**config.mk**
```make
export PLATFORM = sky130hd
export DESIGN_NAME = imem_arbiter
export DESIGN_NICKNAME = d
export VERILOG_FILES = /design/src/rtl/imem_arbiter.sv
export SDC_FILE = /design/constraint.sdc
export NUM_CORES = 1
export LEC_CHECK = 0
export CORE_AREA = 2 2 85 87
export DETAILED_ROUTE_END_ITERATION = 12
export DIE_AREA = 0 0 87 89
export GPL_ROUTABILITY_DRIVEN = 0
export PLACE_DENSITY_LB_ADDON = 0.25
export REMOVE_ABC_BUFFERS = 1
export SLEW_MARGIN = 20
export SYNTH_ARGS = -nofsm -noshare
export SYNTH_HDL_FRONTEND = slang
export SYNTH_SLANG_ARGS = --single-unit
```
**constraint.sdc**
```tcl
create_clock -name clk -period 4.21 [get_ports clk]
set_input_delay 1.0525 -clock clk [delete_from_list [all_inputs] [get_ports clk]]
set_output_delay 1.0525 -clock clk [all_outputs]
set_load 0.02 [all_outputs]
```
**src/rtl/imem_arbiter.sv**
```systemverilog
// imem_arbiter: shares the instruction-memory read port between fetch (IF)
// and the data-load path (D). D has fixed priority. An anti-starvation
// counter hands the port to IF once it has been denied STARVE_LIMIT cycles.
// Read data comes back one cycle after the grant. Misaligned accesses are
// answered with an error and never strobe the memory.
module imem_arbiter #(
  parameter int STARVE_LIMIT = 4,
  parameter int CNT_W        = 16
) (
  input  logic             clk,
  input  logic             rst_n,
  input  logic             if_req,
  input  logic [31:0]      if_addr,
  output logic             if_gnt,
  output logic             if_rvalid,
  output logic [31:0]      if_rdata,
  output logic             if_err,
  input  logic             d_req,
  input  logic [31:0]      d_addr,
  output logic             d_gnt,
  output logic             d_rvalid,
  output logic [31:0]      d_rdata,
  output logic             d_err,
  output logic             mem_en,
  output logic [31:0]      mem_addr,
  input  logic [31:0]      mem_rdata,
  output logic [CNT_W-1:0] conflict_cnt
);

  typedef enum logic [2:0] {IDLE, RESP_IF, RESP_D, ERR_IF, ERR_D} resp_t;

  localparam logic [3:0] LIMIT = 4'(STARVE_LIMIT);

  resp_t       resp, resp_nxt;
  logic [3:0]  starve_cnt;
  logic        if_win, d_win, any_gnt, aligned;
  logic [31:0] gnt_addr;

  // Winner selection and memory strobe; grants are suppressed during reset.
  always_comb begin
    if_win   = if_req && (!d_req || (starve_cnt == LIMIT));
    d_win    = d_req && !if_win;
    if_gnt   = if_win && rst_n;
    d_gnt    = d_win && rst_n;
    any_gnt  = if_gnt || d_gnt;
    gnt_addr = d_gnt ? d_addr : if_addr;
    aligned  = (gnt_addr[1:0] == 2'b00);
    mem_en   = any_gnt && aligned;
    mem_addr = mem_en ? gnt_addr : 32'h0;
  end

  // Response for next cycle: who owns it and whether it is an error.
  always_comb begin
    resp_nxt = IDLE;
    if (if_gnt)     resp_nxt = aligned ? RESP_IF : ERR_IF;
    else if (d_gnt) resp_nxt = aligned ? RESP_D  : ERR_D;
  end

  // Response state register; reset drops any pending response.
  always_ff @(posedge clk or negedge rst_n) begin
    if (!rst_n) resp <= IDLE;
    else        resp <= resp_nxt;
  end

  // Response decode: data passes through only for aligned responses.
  always_comb begin
    if_rvalid = (resp == RESP_IF) || (resp == ERR_IF);
    if_err    = (resp == ERR_IF);
    if_rdata  = (resp == RESP_IF) ? mem_rdata : 32'h0;
    d_rvalid  = (resp == RESP_D) || (resp == ERR_D);
    d_err     = (resp == ERR_D);
    d_rdata   = (resp == RESP_D) ? mem_rdata : 32'h0;
  end

  // Count consecutive denied IF cycles, saturating at the limit.
  always_ff @(posedge clk or negedge rst_n) begin
    if (!rst_n)                 starve_cnt <= 4'd0;
    else if (!if_req || if_gnt) starve_cnt <= 4'd0;
    else if (starve_cnt != LIMIT) starve_cnt <= starve_cnt + 4'd1;
  end

  // Saturating count of cycles where both sides contend.
  always_ff @(posedge clk or negedge rst_n) begin
    if (!rst_n)
      conflict_cnt <= '0;
    else if (if_req && d_req && (conflict_cnt != {CNT_W{1'b1}}))
      conflict_cnt <= conflict_cnt + CNT_W'(1);
  end

endmodule

```
======== Yosys cells after proc, flatten, opt, wreduce, memory -nomap -nowiden ========
Cells that the tools add are included.
storage, ports and cells
  output and inout bits ................... 119
  bits of input ports ..................... 100
  word-level logic and storage cells ...... 39
  register bits after elaboration ......... 23
cells by class
  equal/unequal tests ..................... 7
  add/subtract/negate cells ............... 2
  reduce and logical (&&, ||, !) cells .... 17
  muxes and demuxes ....................... 10
operators with widths
  operator                                                                 number
  32-bit 2-to-1 mux                                                        4
  16-bit by 1-bit adder with 16-bit output, second input constant          1
  16-bit inequality test, second input constant                            1
  3-bit 2-to-1 mux                                                         3
  4-bit 2-to-1 mux                                                         2
  1-bit logical AND                                                        7
  3-bit by 2-bit == test with 1-bit output, second input constant          2
  1-bit logical OR                                                         5
  4-bit by 1-bit adder with 4-bit output, second input constant            1
  4-bit by 3-bit == test with 1-bit output, second input constant          1
  4-bit by 3-bit inequality test with 1-bit output, second input constant  1
  3-bit by 1-bit == test with 1-bit output, second input constant          1
  3-bit == test, second input constant                                     1
  1-bit logical NOT                                                        3
  2-bit logical NOT                                                        1
  2-bit 2-to-1 mux                                                         1
  2-bit nonzero test                                                       1

======== Logic depth before layout (Yosys ltp) ========
  word-level depth ........................ 11
  gate-level depth with buffers ........... 8
  gate-level depth less buffers ........... 7

======== Worst setup path before layout ========
OpenSTA, ideal clock, no wires.
  path type ............................... in2out
  from .................................... input port rst_n
  to ...................................... output port mem_addr[22]
  path slack .............................. 0.891 ns
  stages .................................. 5
  arrival time ............................ 2.266 ns
  cells stage by stage .................... nand2_1 -> a21oi_1 -> a22oi_2 -> buf_4 -> a21oi_1
on the way
  elaborated cells on any way between the ends .. 7
  those cells by class .................... 2 x mux; 5 x reduce/logical
RTL lines
  what                RTL line  text
  start: declaration  11        input logic rst_n,
  1-bit logical AND   43        if_gnt = if_win && rst_n;
  named net if_gnt    14        output logic if_gnt,
  1-bit logical OR    45        any_gnt = if_gnt || d_gnt;
  1-bit logical AND   48        mem_en = any_gnt && aligned;
  32-bit 2-to-1 mux   49        mem_addr = mem_en ? gnt_addr : 32'h0;
  end: declaration    25        output logic [31:0] mem_addr,
The timed path passes the listed nets, and every way through them passes these cells.

======== Worst setup path after layout ========
  from .................................... input port rst_n
  to ...................................... output port mem_addr[17]
on the way
  cells in the longest elaborated chain, start to end .. 5
  elaborated cells on any way between the ends .. 7
  those cells by class .................... 2 x mux; 5 x reduce/logical
ends and longest elaborated chain
  what                   RTL line  text
  1-bit logical AND      44        d_gnt = d_win && rst_n;
  32-bit 2-to-1 mux      46        gnt_addr = d_gnt ? d_addr : if_addr;
  2-bit logical NOT      47        aligned = (gnt_addr[1:0] == 2'b00);
  1-bit logical AND      48
  32-bit 2-to-1 mux (*)  49
Mark *: on every way between the ends. The rest lies on a longest branch, timed or not.

==> flow_summary.json <==
{
  "yosysMostFrequentCell": "nand2_1",
  "whs_path_depth": 1,
  "hold_path.class": "flip-flop to flip-flop",
  "num_vias": 2784,
  "synth.cell_area_sq_um": 2110,
  "seq_area_frac_synth": 0.273,
  "period_share": 0.973,
  "cp_max_fo": 17,
  "nFillCells": 578,
  "synth-edff-count": 0,
  "port_buffers": 216,
  "postSynthAreaPerCell_sq_um": 7.32,
  "r2r-start": "conflict_cnt[0]",
  "rrSetupSlack_ns": 2.53,
  "min_period_ns": 4.10,
  "hpwl_mm": 8.21,
  "placementRows": 30,
  "cp-start-kind": "input pin",
  "finalHoldViolCount": 0,
  "post_cts_buffers": 0,
  "clk_path_buf_depth": 2,
  "p_per_area_nw_per_um2": 201,
  "fin_skew_ns": 0.00217,
  "die_x_um": 87,
  "power.total_uw": 895,
  "synth-seq-cells": 23,
  "path_class": "input pin to primary output",
  "fp.dieH_um": 89,
  "initial_core_util": 0.314,
  "synthArstFlopShare": 1.00,
  "drc_errors": 0,
  "fin_ws_ns": 0.113,
  "ctsHtreeMaxLevel": 1,
  "drive_above_1_share": 0.0616,
  "reg2regPathDepth": 5,
  "synth_top_cell_area_share": 0.273,
  "cp.required_ns": 3.16,
  "via_per_inst": 4.77,
  "synth.distinct_cells": 42,
  "synth_cells": 288,
  "nets": 607,
  "clk-insertion-delay-late_ns": 0.26,
  "grt_pass1_vias": 2571,
  "multi_input_area_sq_um": 1430,
  "synth_flop_cell": "dfrtp_1",
  "drt-total-wl_mm": 9.72,
  "grt-ovfl-total": 0,
  "yosys_warnings": 0,
  "dp_slack_ns": 0.0556,
  "grt_pass1_wl_mm": 13.7,
  "cts_hold_buf": 0,
  "worstHoldStart": "conflict_cnt[12]",
  "track_usage": 0.228,
  "cap_viol_max_count": 0,
  "hold_end": "conflict_cnt[12]",
  "irDropWorstVdd_mv": 0.339,
  "final_antenna_net_count": 0,
  "synth_area_leaders": "dfrtp_1, and2_1, nand2_1, a21oi_1, xor2_1",
  "dr.pass1.iters": 4,
  "arrival_ns": 3.04,
  "cts_tree": "built",
  "path_clk_slew_ns": 0.08,
  "drv_slew": 0,
  "final_area_sq_um": 4450,
  "finalSetupViolations": 0,
  "syn_to_final_growth_pct": 111,
  "avgRoutedWirePerCell_um": 16.6,
  "clock_sinks": 23,
  "dpl_cell_area_sq_um": 4390,
  "status": "finished, final reports clean",
  "core_area_sq_um": 6720,
  "grt_max_degree": 34,
  "seqCellArea_sq_um": 576,
  "reg2reg_to": "conflict_cnt[8]",
  "io_pins": 219,
  "antenna_found_initial": 3,
  "yosys.area.top_type": "dfrtp_1",
  "cts_made_buffers": 3,
  "fmax_mhz": 244,
  "dieArea_sq_um": 7740,
  "end_kind": "primary output",
  "synth_common_cells": "nand2_1, and2_1, a21oi_1",
  "root_buffer": "clkbuf_8",
  "drt-initial-drc-count": 122,
  "final.setup.tns_ns": 0,
  "rsz0062_at_grt": "no",
  "leakagePower_uw": 0.00195
}
stage by stage:
step                hold slack (ns)  std cells   util
floorplan                     0.507        271      -
global placement              0.483        579  0.653
detailed placement            0.484        579  0.653
CTS                           0.498        583  0.660
global route                  0.545        583  0.662
finish                        0.492        584  0.663
cells in the final DEF, fill, tap and decap left out, types with 2 or more instances in the layout:
master | netlist | routed
nor2_1 | 8 | 8
nor4_2 | 2 | 2
xor2_1 | 11 | 11
nor2b_1 | 2 | 2
a311oi_1 | 4 | 4
dlymetal6s2s_1 | 0 | 5
nand3_1 | 2 | 2
clkbuf_8 | 0 | 3
a21oi_1 | 37 | 36
nand4_1 | 3 | 3
nor3_1 | 2 | 2
and3_1 | 4 | 4
inv_1 | 4 | 4
conb_1 | 1 | 2
clkdlybuf4s50_1 | 0 | 211
and2_1 | 66 | 66
buf_4 | 5 | 11
xnor2_1 | 4 | 4
dfrtp_1 | 23 | 23
ha_1 | 3 | 3
nand2_1 | 71 | 71
a211oi_1 | 2 | 2
registers in the layout, summed over array words and instances (netlist names):
signal / count
conflict_cnt: 16
starve_cnt: 4
resp: 3
critical path, stage by stage:
cell             delay (ns)
clkdlybuf4s50_1        0.56
o211ai_2               0.16
inv_2                  0.16
buf_4                  0.24
nand2_1                0.07
a21oi_1                0.16
clkdlybuf4s50_1        0.64
where the power goes:
part           switching, uW  internal [uW]  total (uW)
combinational            211            247         458
sequential              47.9            253         301
clock                   68.8           67.4         136
logic make-up (layout without fill, tap and decap cells):
logic type / count (synthesis) / in the layout / share of synthesized area
simple gates: 171 / 171 / 0.434
compound gates: 51 / 51 / 0.151
flops: 23 / 23 / 0.273
buf+inv: 23 / 237 / 0.0540
xor+xnor: 15 / 15 / 0.0623
fa+ha+maj: 3 / 3 / 0.0178
other cells: 1 / 3 / 0.00178
mux: 1 / 1 / 0.00712
timing repair:
action                                  in CTS  in global routing
endpoints found under the setup margin       0                  7
resized for setup                            0                  6
hold endpoints to repair                     0                  0
final cells by class:
class / count / share of cell area
antenna: 1 / 0.000562
clock buffer: 4 / 0.0101
inverter: 5 / 0.00422
multi-input combinational: 243 / 0.322
sequential: 23 / 0.129
tap: 80 / 0.0225
timing repair buffer: 228 / 0.512
routing by layer:
metal	track usage	share of wire	vias up
li1	-	-	1378
met1	0.281	0.39	1252
met2	0.362	0.47	132
met3	0.103	0.12	18
met4	0.0668	0.021	4
met5	0	0.0026	-
worst max-delay path by stage:
| stage | start | endpoint | slack, ns |
|---|---|---|---|
| global route | rst_n | mem_addr[17] | 0.001 |
| global placement | if_req | mem_addr[9] | 0.09 |
| floorplan | if_req | mem_en | -0.19 |
| detailed placement | if_req | mem_addr[9] | 0.06 |
| finish | rst_n | mem_addr[17] | 0.11 |
| CTS | if_req | mem_addr[9] | 0.03 |
Note: power is estimated with default switching activity, not from simulation.
